$ cat config.mk
export PLATFORM = sky130hd
export DESIGN_NAME = seq_arith_unit
export DESIGN_NICKNAME = d
export VERILOG_FILES = /design/src/rtl/seq_arith_unit.sv
export SDC_FILE = /design/constraint.sdc
export NUM_CORES = 1
export LEC_CHECK = 0
export CAP_MARGIN = 10
export CORE_ASPECT_RATIO = 0.9
export CORE_MARGIN = 4
export CORE_UTILIZATION = 30
export CTS_BUF_LIST = sky130_fd_sc_hd__clkbuf_8
export DETAILED_ROUTE_END_ITERATION = 10
export GPL_TIMING_DRIVEN = 1
export PLACE_DENSITY = 0.44
export SLEW_MARGIN = 10
export SYNTH_ARGS = -nofsm -noshare
export SYNTH_HDL_FRONTEND = slang
export SYNTH_SLANG_ARGS = --single-unit
export TNS_END_PERCENT = 10
$ cat constraint.sdc
create_clock -name clk -period 8.5 [get_ports clk]
set_clock_uncertainty 0.15 [all_clocks]
set_input_delay 1.275 -clock clk [delete_from_list [all_inputs] [get_ports clk]]
set_output_delay 1.275 -clock clk [all_outputs]
set_load 0.05 [all_outputs]
$ cat src/rtl/seq_arith_unit.sv
// Sequential signed arithmetic unit: single-cycle add/sub/absdiff and a
// WIDTH-cycle shift-add multiplier, with a valid/ready handshake on both sides.
module seq_arith_unit #(
    parameter int WIDTH = 4
) (
    input  logic                    clk,
    input  logic                    rst,
    input  logic                    in_valid,
    output logic                    in_ready,
    input  logic signed [WIDTH-1:0] A,
    input  logic signed [WIDTH-1:0] B,
    input  logic        [1:0]       sel,
    output logic                    out_valid,
    input  logic                    out_ready,
    output logic signed [WIDTH-1:0] Q,
    output logic                    overflow
);

    localparam int PW = 2 * WIDTH;
    localparam int CW = (WIDTH > 1) ? $clog2(WIDTH) : 1;
    localparam logic [CW-1:0] LAST = CW'(WIDTH - 1);

    typedef enum logic [1:0] {IDLE, CALC, DONE} state_t;

    state_t                 state;
    logic        [CW-1:0]   cnt;
    logic signed [PW-1:0]   prod;
    logic signed [PW-1:0]   prod_nxt;
    logic signed [PW-1:0]   a_ext;
    logic signed [PW-1:0]   partial;
    logic signed [WIDTH-1:0] a_r;
    logic signed [WIDTH-1:0] b_r;
    logic signed [WIDTH:0]  sum;
    logic signed [WIDTH:0]  diff;
    logic signed [WIDTH:0]  absd;
    logic signed [WIDTH-1:0] alu_q;
    logic                   alu_ovf;
    logic                   accept;

    function automatic logic signed [WIDTH:0] ext1(input logic signed [WIDTH-1:0] v);
        return {v[WIDTH-1], v};
    endfunction

    // A WIDTH+1-bit signed value fits WIDTH bits iff its top two bits agree.
    function automatic logic wide_ovf(input logic signed [WIDTH:0] v);
        return v[WIDTH] ^ v[WIDTH-1];
    endfunction

    function automatic logic prod_ovf(input logic signed [PW-1:0] p);
        return !((&p[PW-1:WIDTH-1]) || !(|p[PW-1:WIDTH-1]));
    endfunction

    assign accept = in_valid && in_ready;

    always_comb begin
        sum     = ext1(A) + ext1(B);
        diff    = ext1(A) - ext1(B);
        absd    = diff[WIDTH] ? -diff : diff;
        alu_q   = '0;
        alu_ovf = 1'b0;
        case (sel)
            2'b00: begin alu_q = sum[WIDTH-1:0];  alu_ovf = wide_ovf(sum);  end
            2'b01: begin alu_q = diff[WIDTH-1:0]; alu_ovf = wide_ovf(diff); end
            2'b11: begin alu_q = absd[WIDTH-1:0]; alu_ovf = absd[WIDTH] | absd[WIDTH-1]; end
            default: begin alu_q = '0; alu_ovf = 1'b0; end
        endcase
    end

    // The multiplier's MSB carries negative weight, so the last step subtracts.
    always_comb begin
        a_ext    = {{WIDTH{a_r[WIDTH-1]}}, a_r};
        partial  = a_ext <<< cnt;
        prod_nxt = prod;
        if (b_r[cnt])
            prod_nxt = (cnt == LAST) ? prod - partial : prod + partial;
    end

    always_ff @(posedge clk) begin
        if (accept) begin
            a_r <= A;
            b_r <= B;
        end
    end

    always_ff @(posedge clk or posedge rst) begin
        if (rst) begin
            state     <= IDLE;
            in_ready  <= 1'b0;
            out_valid <= 1'b0;
            Q         <= '0;
            overflow  <= 1'b0;
            prod      <= '0;
            cnt       <= '0;
        end else begin
            case (state)
                IDLE: begin
                    if (accept) begin
                        in_ready <= 1'b0;
                        if (sel == 2'b10) begin
                            state <= CALC;
                            cnt   <= '0;
                            prod  <= '0;
                        end else begin
                            state     <= DONE;
                            out_valid <= 1'b1;
                            Q         <= alu_q;
                            overflow  <= alu_ovf;
                        end
                    end else begin
                        in_ready <= 1'b1;
                    end
                end
                CALC: begin
                    prod <= prod_nxt;
                    cnt  <= cnt + CW'(1);
                    if (cnt == LAST) begin
                        state     <= DONE;
                        out_valid <= 1'b1;
                        Q         <= prod_nxt[WIDTH-1:0];
                        overflow  <= prod_ovf(prod_nxt);
                    end
                end
                DONE: begin
                    if (out_ready) begin
                        state     <= IDLE;
                        out_valid <= 1'b0;
                        in_ready  <= 1'b1;
                    end
                end
                default: begin
                    state    <= IDLE;
                    in_ready <= 1'b0;
                end
            endcase
        end
    end

endmodule

==> out/qor.csv <==
metric,value,unit
status,"complete, no violations",
yosysTopAreaCellShare,0.207,
initial_core_util,0.316,
crit_buf_inv,0,
antenna_left,0,
netlist_top_cells_area,"dfrtp_1, edfxtp_1, ha_1",
min_from,Q[1],
die_w,100,um
fin_tns_setup,0,ns
synth_cell_types,57,
gp_congestion,0.833,
num_vias,1917,
setup_violations,0,
syn_inst,266,
dieArea,0.00911,mm2
synth_flop_cell,dfrtp_1,
finalHoldViolations,0,
total_power,0.968,mW
post_cts_buffers,0,
io_pins,21,
fmax,0.259,GHz
fin_crit_sh,0.454,
required,8.52,ns
cp_top_family,compound AO/OA/AOI/OAI gates,
worstRegToRegCells,14,
slew_viol_final,0,
fin_ws,4.64,ns
h-tree-depth,1,
diodes,0,
relSlewSlack,0.486,
place_ws,4.48,ns
cp_slowest_cell,dfrtp_1,
p_leak,1.12,nW
drive_gt1_frac,0.0473,
core.rowCount,29,
reg2reg_slack,4.64,ns
period_needed,3.86,ns
synth_area,0.00229,mm2
grtUsageTotal,0.124,
cts-buffers-inserted,3,
maxCapViolations,0,
slowest_delay,0.72,ns
ys_seq_area_frac,0.312,
worstHoldPathCells,2,
synth_nets,300,
hold_path_class,reg -> reg,
cp_cell_sequence,"mux2i_1, or2_2, ha_1, o2111ai_1, and2_1, xnor2_1, ha_1, a21oi_1, o21ai_0, a21o_1, a221oi_1, and3_1, mux2i_1, a221o_1",
cts_tree,yes,
seqCellArea,716,um2
power_density,374,mW/mm2
drtIter0Drc,86,
post_drt_wl_per_cell,15.1,um
worstSkewPairLatency,0.27,ns
path_class,reg -> reg,
die_y,91.0,um
rsz0062_at_grt,false,
irDropWorstVdd,0.000142,V
min_to,Q[1],
antenna_found_initial,0,
multi_input_area,0.00144,mm2
synth_area_leader_cell,dfrtp_1,
place_hpwl,4.38,mm
ys_ff_latch,27,
fillCellCount,769,
grt_pass1_wl,9.36,mm
avgSynthCellArea,8.63,um2
drc,0,
async_flop_share,0.704,
fin_nets,310,
place.port_buffers,20,
worst_pin_slew,0.767,ns
wl,5.58,mm
r2r-start,cnt[0],
vias_per_cell,5.21,
r2r-end,overflow,
grt_pass1_vias,1883,
synth_common_cells,"nor2_1, nand2_1, a21oi_1, dfrtp_1, inv_1",
areaGrowthSynthToFinish,12.9,%
grt_max_degree,20,
synth_most_common_cell,nor2_1,
hold_buffers,0,
cts-root-buf,clkbuf_8,
synth-edff-count,8,
first_pass_iters,6,
ctsResizeCount,0,
core,0.00726,mm2
crit_arrival,3.87,ns
cp_max_fo,18,
clkTransAtPathRegs,0.10,ns
clock-sinks,27,
synth_warnings,0,
crit_path_start,cnt[0],
grt_overflow,0,
endpoint_kind,register,
clock_path_buffers,2,
hold_ws,0.352,ns
start_kind,register,
==> per-stage QoR <==
stage	std cells	utilization	area, um2
floorplan	266	-	2290
global placement	364	0.351	2540
detailed placement	364	0.351	2540
CTS	368	0.357	2590
global route	368	0.357	2590
finish	368	0.357	2590
==> placed cells by master (no fill, tap or decap), types with 3 or more instances in the layout <==
| cell | netlist | routed |
|---|---|---|
| a211oi_1 | 3 | 3 |
| a21o_1 | 9 | 9 |
| a21oi_1 | 19 | 19 |
| a22o_1 | 4 | 4 |
| and3_1 | 3 | 3 |
| clkbuf_8 | 0 | 3 |
| clkdlybuf4s50_1 | 0 | 20 |
| dfrtp_1 | 19 | 19 |
| edfxtp_1 | 8 | 8 |
| fa_1 | 3 | 3 |
| ha_1 | 17 | 17 |
| inv_1 | 19 | 20 |
| mux2i_1 | 6 | 6 |
| nand2_1 | 20 | 20 |
| nand2b_1 | 3 | 3 |
| nand3_1 | 4 | 4 |
| nor2_1 | 27 | 27 |
| nor2b_1 | 4 | 4 |
| nor3_1 | 4 | 4 |
| o211ai_1 | 4 | 4 |
| o21ai_0 | 17 | 17 |
| or2_2 | 3 | 3 |
| xnor2_1 | 8 | 8 |
| xor2_1 | 4 | 4 |
==> worst max-delay path by stage <==
stage                     slack, ns  cells past startpoint  endpoint
final                          4.64                     14  overflow
after global routing           4.37                     14  overflow
after CTS                      4.65                     14  overflow
after detailed placement       4.48                     11  overflow
after global placement         4.46                     11  overflow
after floorplan                5.05                     15  overflow
==> per-layer routing <==
layer  vias to the layer above  part of all wire  global-route usage  wire length, um
li1                        983                 -                   -                -
met4                         0            0.0048              0.0157               27
met5                         -                 0                   0                0
met2                        33              0.43               0.190             2380
met3                         4             0.038              0.0161              210
met1                       897              0.53               0.191             2960
==> state kept, by name, indices dropped and copies added (netlist names) <==
signal     flops
a_r            4
overflow       1
prod           8
Q              4
state          2
in_ready       1
b_r            4
out_valid      1
cnt            2
==> kinds of logic (layout without fill, tap and decap cells) <==
family                   Yosys count  count (layout)  share of synthesized area
flip-flops                        27              27                      0.312
adder cells (fa/ha/maj)           20              20                      0.119
AND/OR/NAND/NOR                   79              79                      0.168
multiplexers                       8               8                     0.0409
AO/OA/AOI/OAI                     85              85                      0.253
XOR/XNOR                          12              12                     0.0458
buffers and inverters             35              44                     0.0616
==> tightest hold or removal path, cell delays in order, from the launching register on <==
cell and delay [ns]:
dfrtp_1 0.36, nand2_1 0.05, o21ai_0 0.06
==> area by class of cell <==
cell class,instances,share of cell area
clock buffers,3,0.0159
multi-input cells,204,0.555
repair buffers,20,0.0773
clock inverters,1,0.00145
well taps,93,0.0449
flip-flops and latches,27,0.276
inverters,20,0.0290
==> report_power, final <==
part | internal (mW) | switching, mW
Sequential | 0.179 | 0.0595
Clock | 0.0324 | 0.0418
Combinational | 0.276 | 0.379
Total | 0.487 | 0.480
(Power assumes the default switching activity.)
==> variant (config.mk and constraints unchanged) <==
Set the parameter `WIDTH` to 8 (it was 4).
--- a/src/rtl/seq_arith_unit.sv
+++ b/src/rtl/seq_arith_unit.sv
@@ -1,7 +1,7 @@
 // Sequential signed arithmetic unit: single-cycle add/sub/absdiff and a
 // WIDTH-cycle shift-add multiplier, with a valid/ready handshake on both sides.
 module seq_arith_unit #(
-    parameter int WIDTH = 4
+    parameter int WIDTH = 8
 ) (
     input  logic                    clk,
     input  logic                    rst,
Ports: changed (resized A, B and Q); port bits go from 21 to 33. No check against the original RTL was run, so the function may have changed too.
==> variant against the unedited design <==
- cell area grew 110%
- total power grew 53%
- critical path depth is the same
- wire length grew 130%
- utilization shrank 1.4 points
- sequential power grew 59%
- worst setup slack lost 950 ps
- area after synthesis grew 110%
- sequential cell count grew 21
- largest power group unchanged
==> variant: results (changes against the unedited design) <==
metric;value;unit;change
status;completed;;unchanged
path_max_fanout;29;;was 18
grt_pass1_vias;4048;;was 1883
fin_nets;643;;was 310
seq_area_frac_synth;26.8;%;was 31.2%
leakagePower;0.00216;uW;was 0.00112 uW
slew_headroom;32.2;%;was 48.6%
viasPerCell;5.23;;was 5.21
synth_nets;628;;was 300
grt_first_pass_wirelength;21.5;mm;was 9.36 mm
use_met3;2.05;%;was 1.61%
cts_made_buffers;5;;was 3
place_inst;775;;was 364
htree_levels;2;;was 1
vdd_drop_max;0.167;mV;was 0.142 mV
critical_path_arrival;4870;ps;was 3870 ps
synth_area_leaders;dfrtp_1 (17%), edfxtp_1 (10%), ha_1 (10%), nand2_1 (5.0%), o21ai_0 (4.6%);;was dfrtp_1 (21%), edfxtp_1 (10%), ha_1 (9.3%), nor2_1 (4.4%), a21oi_1 (4.1%)
met2_usage;25.6;%;was 19.0%
grt.total_usage;14.9;%;was 12.4%
gp_congestion;0.799;;was 0.833
met1_usage;19.7;%;was 19.1%
synthArstFlopShare;66.7;%;was 70.4%
rrSetupSlack;3700;ps;was 4640 ps
clkLatencyLatePin;330;ps;was 270 ps
fill_cells;1618;;was 769
fin_ws;3700;ps;was 4640 ps
io_buffer_count;32;;was 20
m1WireLength;6.18;mm;was 2.96 mm
drt_iter0_drc;208;;was 86
wl_per_cell;16.4;um;was 15.1 um
largest_reg_flops;16;;was 8
yosys-top-cells-count;nand2_1 (63), o21ai_0 (44), nor2_1 (41);;was nor2_1 (27), nand2_1 (20), a21oi_1 (19), dfrtp_1 (19), inv_1 (19)
timing.critical_path.slowest_cell_delay;990;ps;was 720 ps
==> variant: cell types whose count changed after synthesis, moves of 9 or more <==
| cell | delta |
|---|---|
| a21oi_1 | +13 |
| dfrtp_1 | +13 |
| nor3_1 | +16 |
| nor2_1 | +14 |
| nand2_1 | +43 |
| xnor2_1 | +14 |
| ha_1 | +21 |
| o21a_1 | +12 |
| o21ai_0 | +27 |
| inv_1 | +11 |
| a31oi_1 | +9 |
| mux2i_1 | +13 |
| xor2_1 | +12 |
==> variant: area by class of cell <==
class                   count  share of cell area, %
clock inverters             2                  0.235
multi-input cells         455                   60.4
flip-flops and latches     48                   24.1
well taps                 202                   4.75
repair buffers             36                   6.59
clock buffers               6                   1.55
inverters                  34                   2.40
==> variant: metrics by stage <==
stage	hold WS, ps	utilization, %	area [um^2]	total power [uW]
2_1_floorplan	328	-	4770	1080
3_3_place_gp	314	33.7	5230	1330
3_5_place_dp	330	33.7	5230	1330
4_1_cts	354	34.3	5320	1500
5_1_grt	396	34.3	5320	1620
6_report	343	34.3	5320	1480
==> variant: kinds of logic after synthesis <==
family                     Yosys count  share of synthesized area, %
AOI/OAI and AO/OA                  172                          23.8
and+or+nand+nor                    176                          17.8
DFF                                 48                          26.8
adders and majority gates           41                          11.2
muxes                               28                          7.29
xor gates and xnor gates            38                          6.97
buffers and inverters               62                          6.08
==> variant: power by group <==
| part | internal [uW] | total [uW] | switching, uW |
|---|---|---|---|
| Clock | 66.6 | 155 | 88.8 |
| Sequential | 311 | 381 | 69.8 |
| Combinational | 372 | 948 | 575 |
| Total | 750 | 1480 | 734 |
